[src/rtl/pipeline_hazard_controller.sv]
// Stall/flush sequencer for the 5-stage pipeline. It handles multi-cycle data reads,
// load-use hazards and taken PCSrc flushes, and keeps saturating stall and flush counters.
module pipeline_hazard_controller #(
   parameter int MEM_READ_LATENCY = 1,
   parameter int CNT_W            = 16
) (
   input  logic             clk,
   input  logic             rst_n,
   input  logic [2:0]       id_rs1,
   input  logic [2:0]       id_rs2,
   input  logic [1:0]       id_uses_rs,
   input  logic             ex_mem_read,
   input  logic [2:0]       ex_rd,
   input  logic             mem_read_req,
   input  logic             pcsrc,
   output logic             pc_en,
   output logic             if_id_en,
   output logic             id_ex_en,
   output logic             ex_mem_en,
   output logic             if_id_flush,
   output logic             id_ex_flush,
   output logic             ex_mem_flush,
   output logic             mem_wb_bubble,
   output logic             mem_data_valid,
   output logic [CNT_W-1:0] stall_count,
   output logic [CNT_W-1:0] flush_count
);

   typedef enum logic {RUN = 1'b0, MEM_WAIT = 1'b1} state_t;

   localparam bit         HAS_WAIT = (MEM_READ_LATENCY > 0);
   localparam logic [1:0] LAT      = MEM_READ_LATENCY[1:0];

   state_t           state_q, state_d;
   logic [1:0]       wcnt_q, wcnt_d;
   logic [CNT_W-1:0] stall_q, stall_d;
   logic [CNT_W-1:0] flush_q, flush_d;
   logic             load_use;
   logic             flush_evt;

   assign load_use = ex_mem_read &&
                     ((id_uses_rs[0] && (id_rs1 == ex_rd)) ||
                      (id_uses_rs[1] && (id_rs2 == ex_rd)));

   always_ff @(posedge clk or negedge rst_n) begin
      if (!rst_n) begin
         state_q <= RUN;
         wcnt_q  <= 2'd0;
         stall_q <= '0;
         flush_q <= '0;
      end else begin
         state_q <= state_d;
         wcnt_q  <= wcnt_d;
         stall_q <= stall_d;
         flush_q <= flush_d;
      end
   end

   always_comb begin
      state_d = state_q;
      wcnt_d  = wcnt_q;
      case (state_q)
         RUN: begin
            if (mem_read_req && HAS_WAIT) begin
               state_d = MEM_WAIT;
               wcnt_d  = LAT;
            end
         end
         MEM_WAIT: begin
            if (wcnt_q > 2'd1) begin
               wcnt_d = wcnt_q - 2'd1;
            end else begin
               state_d = RUN;
               wcnt_d  = 2'd0;
            end
         end
         default: begin
            state_d = RUN;
            wcnt_d  = 2'd0;
         end
      endcase
   end

   always_comb begin
      pc_en          = 1'b0;
      if_id_en       = 1'b0;
      id_ex_en       = 1'b0;
      ex_mem_en      = 1'b0;
      if_id_flush    = 1'b0;
      id_ex_flush    = 1'b0;
      ex_mem_flush   = 1'b0;
      mem_wb_bubble  = 1'b0;
      mem_data_valid = 1'b0;
      flush_evt      = 1'b0;
      // Everything stays quiet while reset is held, whatever the inputs say.
      if (rst_n) begin
         case (state_q)
            RUN: begin
               mem_data_valid = !HAS_WAIT && mem_read_req;
               if (mem_read_req && HAS_WAIT) begin
                  mem_wb_bubble = 1'b1;
               end else begin
                  pc_en     = 1'b1;
                  if_id_en  = 1'b1;
                  id_ex_en  = 1'b1;
                  ex_mem_en = 1'b1;
                  if (pcsrc) begin
                     if_id_flush  = 1'b1;
                     id_ex_flush  = 1'b1;
                     ex_mem_flush = 1'b1;
                     flush_evt    = 1'b1;
                  end else if (load_use) begin
                     pc_en       = 1'b0;
                     if_id_en    = 1'b0;
                     id_ex_flush = 1'b1;
                  end
               end
            end
            MEM_WAIT: begin
               if (wcnt_q > 2'd1) begin
                  mem_wb_bubble = 1'b1;
               end else begin
                  // Release cycle: the load moves to WB, but ID may still depend on EX.
                  mem_data_valid = 1'b1;
                  pc_en          = !load_use;
                  if_id_en       = !load_use;
                  id_ex_en       = 1'b1;
                  ex_mem_en      = 1'b1;
                  id_ex_flush    = load_use;
               end
            end
            default: ;
         endcase
      end
   end

   always_comb begin
      stall_d = stall_q;
      flush_d = flush_q;
      if (!pc_en && (stall_q != {CNT_W{1'b1}}))
         stall_d = stall_q + 1'b1;
      if (flush_evt && (flush_q != {CNT_W{1'b1}}))
         flush_d = flush_q + 1'b1;
   end

   assign stall_count = stall_q;
   assign flush_count = flush_q;

endmodule

[config.mk]
export PLATFORM = sky130hd
export DESIGN_NAME = pipeline_hazard_controller
export DESIGN_NICKNAME = d
export VERILOG_FILES = /design/src/rtl/pipeline_hazard_controller.sv
export SDC_FILE = /design/constraint.sdc
export NUM_CORES = 1
export LEC_CHECK = 0
export ABC_AREA = 1
export CAP_MARGIN = 20
export CORE_ASPECT_RATIO = 1.75
export CORE_MARGIN = 10
export CORE_UTILIZATION = 35
export DETAILED_ROUTE_END_ITERATION = 8
export GPL_TIMING_DRIVEN = 0
export SYNTH_ARGS = -nofsm -noshare
export SYNTH_HDL_FRONTEND = slang
export SYNTH_SLANG_ARGS = --single-unit
[constraint.sdc]
create_clock -name clk -period 4.9 [get_ports clk]
set_input_delay 0.49 -clock clk [delete_from_list [all_inputs] [get_ports clk]]
set_output_delay 0.49 -clock clk [all_outputs]
set_load 0.02 [all_outputs]
==> metrics.md <==
| Metric | Value |
|---|---|
| Fin crit period | 3.354 ns |
| Post-synth EDFFs | 0 |
| Mapped cell area | approximately 2100 um^2 |
| Vias | 2,042 |
| Total internal power | between 0.7 and 0.8 mW |
| Post-synthesis xor/xnor area fraction | 10.60% |
| Largest family of logic cells by synthesized area | simple AND/OR/NAND/NOR gates |
| Worst-path maximum fanout | 36 |
| Pre-CTS setup slack | about 1.4 ns |
| FMAX | 0.2982 GHz |
| Largest net degree at the start of global routing | 37 |
| Rows | 37 |
| Core box area | ~5900 um^2 |
| Rel. slew slack | 44.42% |
| Worst setup SP type | input port |
| Syn Area/Cell | around 7.2 um^2 |
| Switching Fraction | between 30 and 40% |
| Met2 Wirelength | 3330 um |
| DPL Wire Length | approximately 4600 um |
| Ys async rst share | 100.0% |
| Drt wl/cell | 13.32 um |
| Post-CTS Hold Buffers | 0 |
| Synth Register Bits | 35 |
| Adder-Cell Fraction of Synth Area | 1.165% |
| Clk slew on worst S/H paths | approximately 0.080 ns |
| Filler cell count in the final layout | roughly 640 |
| RSZ-0062 raised after global routing | no |
| Power Dens Cells | 388.9 nW/um^2 |
| CTS tree | done |
| Fin worst setup slack | ~1.5 ns |
| Die footprint | about 9800 um^2 |
| Main synth FF type | dfrtp_1 |
| Top cell type's share of synthesized area | between 40% and 50% |
| Top cells by count, synth | nand2_1 (107), nor2_1 (37), dfrtp_1 (35) |
| Hold Vio Cnt, Final | 0 |
| Final setup viols | 0 |
| Count of input and output buffers | 56 |
| Top-count cell post-synth | nand2_1 |
| Setup CP Type | input port to output pin |
| Final wirelength | a little under 6000 um |
| Top sig layer | met4 |
| Placed insts | 433 |
| ANT nets after route | 0 |
| Hold Path Class | input port to async pin |
| Status | complete, no violations |
| Post-CTS sizing | 0 |
| First-pass GRT wire length | between 9000 and 10,000 um |
| Register area share after synthesis | 40.77% |
| CTS Sinks | 35 |
| Critical Path AT | between 2 and 3 ns |
| Sequential power share | 36.6% |
| Root Driver | clkbuf_8 |
| I/O pin cnt | 57 |
| Area Growth Syn to Fin | 35.88% |
| Netlist cell types | 25 |
| M1 WL | ~2000 um |
| Max-cap violations | 0 |
| Compound-Gate Fraction of Synth Area | approximately 2.4% |
| Largest cells by area after synthesis | dfrtp_1 (41%), nand2_1 (19%), nand3_1 (7.2%), nor2_1 (6.5%), xor2_1 (6.1%) |
| Reg2reg start | stall_count[0]$_DFFE_PN0P_ |
| Pwr Total | around 1.1 mW |
| Storage element area | about 880 um^2 |
| Slew @ Worst Pin | 0.8337 ns |
| Non-filler cells, final | between 400 and 500 |
| Grt ovf | 0 |
| Clock network fraction of design power | 24.4% |
| Post-synth top area cell | dfrtp_1 |
| Post-synthesis cell count | 299 |
| Static Leakage | ~1.4 nW |
| Placer Congestion | roughly 0.86 |
| Area occupied by multi-input gates | 1119 um^2 |
| Met3 Routed Length | ~340 um |
| Vias per cell | between 4 and 5 |
| Worst Setup End Kind | output pin |
| Comb power frac | between 30% and 40% |
| Worst R2R End | stall_count[2]$_DFFE_PN0P_ |
| Initial antenna violation count | 0 |
| Period utilization | about two thirds |
| Max IR drop VDD | ~240 uV |
| Vias in the first global route | roughly 2,000 |
| Worst Skew | ~0.0081 ns |
| Longest Clk Path Bufs | 2 |
| Final nets | 380 |
| Post-CTS Setup Bufs | 0 |
| DIE HEIGHT | around 120 um |
| Chip Width | ~80 um |
| Worst endpoint required time | 4.41 ns |
| GR Util All Layers | between 10 and 15% |
| Ant. Diodes | 0 |
| Violation count after the first detailed-route iteration | about 100 |
| Router iterations before antenna repair | 5 |
| Final hold slack | around 0.3 ns |
| Sw power | between 0.4 and 0.5 mW |
| Reg2reg path depth | 9 |
| Mux cell area share after synthesis | 0% |
| R2R setup slack | slightly below 3 ns |
| Worst skew pair latency | a little under 0.3 ns |
| Share of layout cells above drive strength 1 | under 10% |
| Post-Synth Simple-Gate Area | 37.91% |
| Effective utilization at floorplan | approximately 36% |
| YS warnings | 0 |
| Htree depth | 2 |
| Drt drc | 0 |
| Total negative slack | 0 ns |
| Post-Syn Nets | around 320 |
| CTS buffer count | 5 |
| Max-slew violation count | 0 |
[layout make-up]
cell class,count,area share [%]
multi-input cells,229,38.32
flip-flops and latches,35,30.00
repair buffers,56,19.03
inverters,28,3.601
well taps,78,3.343
clock buffers,6,2.829
plain buffers,7,1.672
clock inverters,2,1.200
[critical path, stage by stage]
cell and delay [ns]:
buf_2 0.63, inv_1 0.21, nor2_1 0.29, nand2_2 0.22, buf_2 0.25, inv_2 0.07, buf_4 0.09, clkdlybuf4s50_1 0.59
[power groups by stage]
stage / clock network [mW] / logic, mW / registers (mW)
2_1_floorplan: 0 / 0.203 / 0.464
3_3_place_gp: 0 / 0.446 / 0.421
3_5_place_dp: 0 / 0.451 / 0.422
4_1_cts: 0.286 / 0.453 / 0.417
5_1_grt: 0.294 / 0.488 / 0.428
6_report: 0.277 / 0.442 / 0.416
[registers in the layout (all words and copies together), names as in the netlist]
signal       flops
wcnt_q           2
flush_count     16
stall_count     16
state_q          1
[through the flow]
stage / instance area (um^2) / utilization (%)
after floorplan: 2148 / -
after global placement: 2806 / 47.36
after detailed placement: 2801 / 47.28
after CTS: 2919 / 49.26
after global routing: 2919 / 49.26
final: 2919 / 49.26
[worst max path at each step]
stage,from,cells past startpoint,to,slack [ns]
floorplan,mem_read_req,7,pc_en,2.59
detailed placement,rst_n,8,pc_en,1.44
global placement,rst_n,8,pc_en,0.30
global route,rst_n,8,pc_en,1.26
finish,rst_n,8,pc_en,1.55
CTS,rst_n,8,pc_en,1.44
[cells by family (layout without fill, tap and decap cells)]
logic type / after synthesis / count (layout)
AND/OR/NAND/NOR: 192 / 192
flip-flops: 35 / 35
buffers and inverters: 35 / 99
XOR/XNOR: 26 / 26
AO/OA/AOI/OAI: 9 / 9
adder cells (fa/ha/maj): 2 / 2
[cell usage in the layout, fill, tap and decap left out, types with 5 or more instances in the layout]
cell / instances
dfrtp_1: 35
nor2_1: 37
xor2_1: 15
xnor2_1: 11
clkdlybuf4s50_1: 55
nand2_1: 107
nand3_1: 31
nor3_1: 5
clkbuf_8: 6
inv_1: 25
[per-layer routing]
metal	global-route usage [%]	vias up
met1	10.77	930
li1	-	1051
met3	4.040	14
met4	5.856	0
met2	24.08	47
met5	0	-
Power figures use the tool's default switching activity.
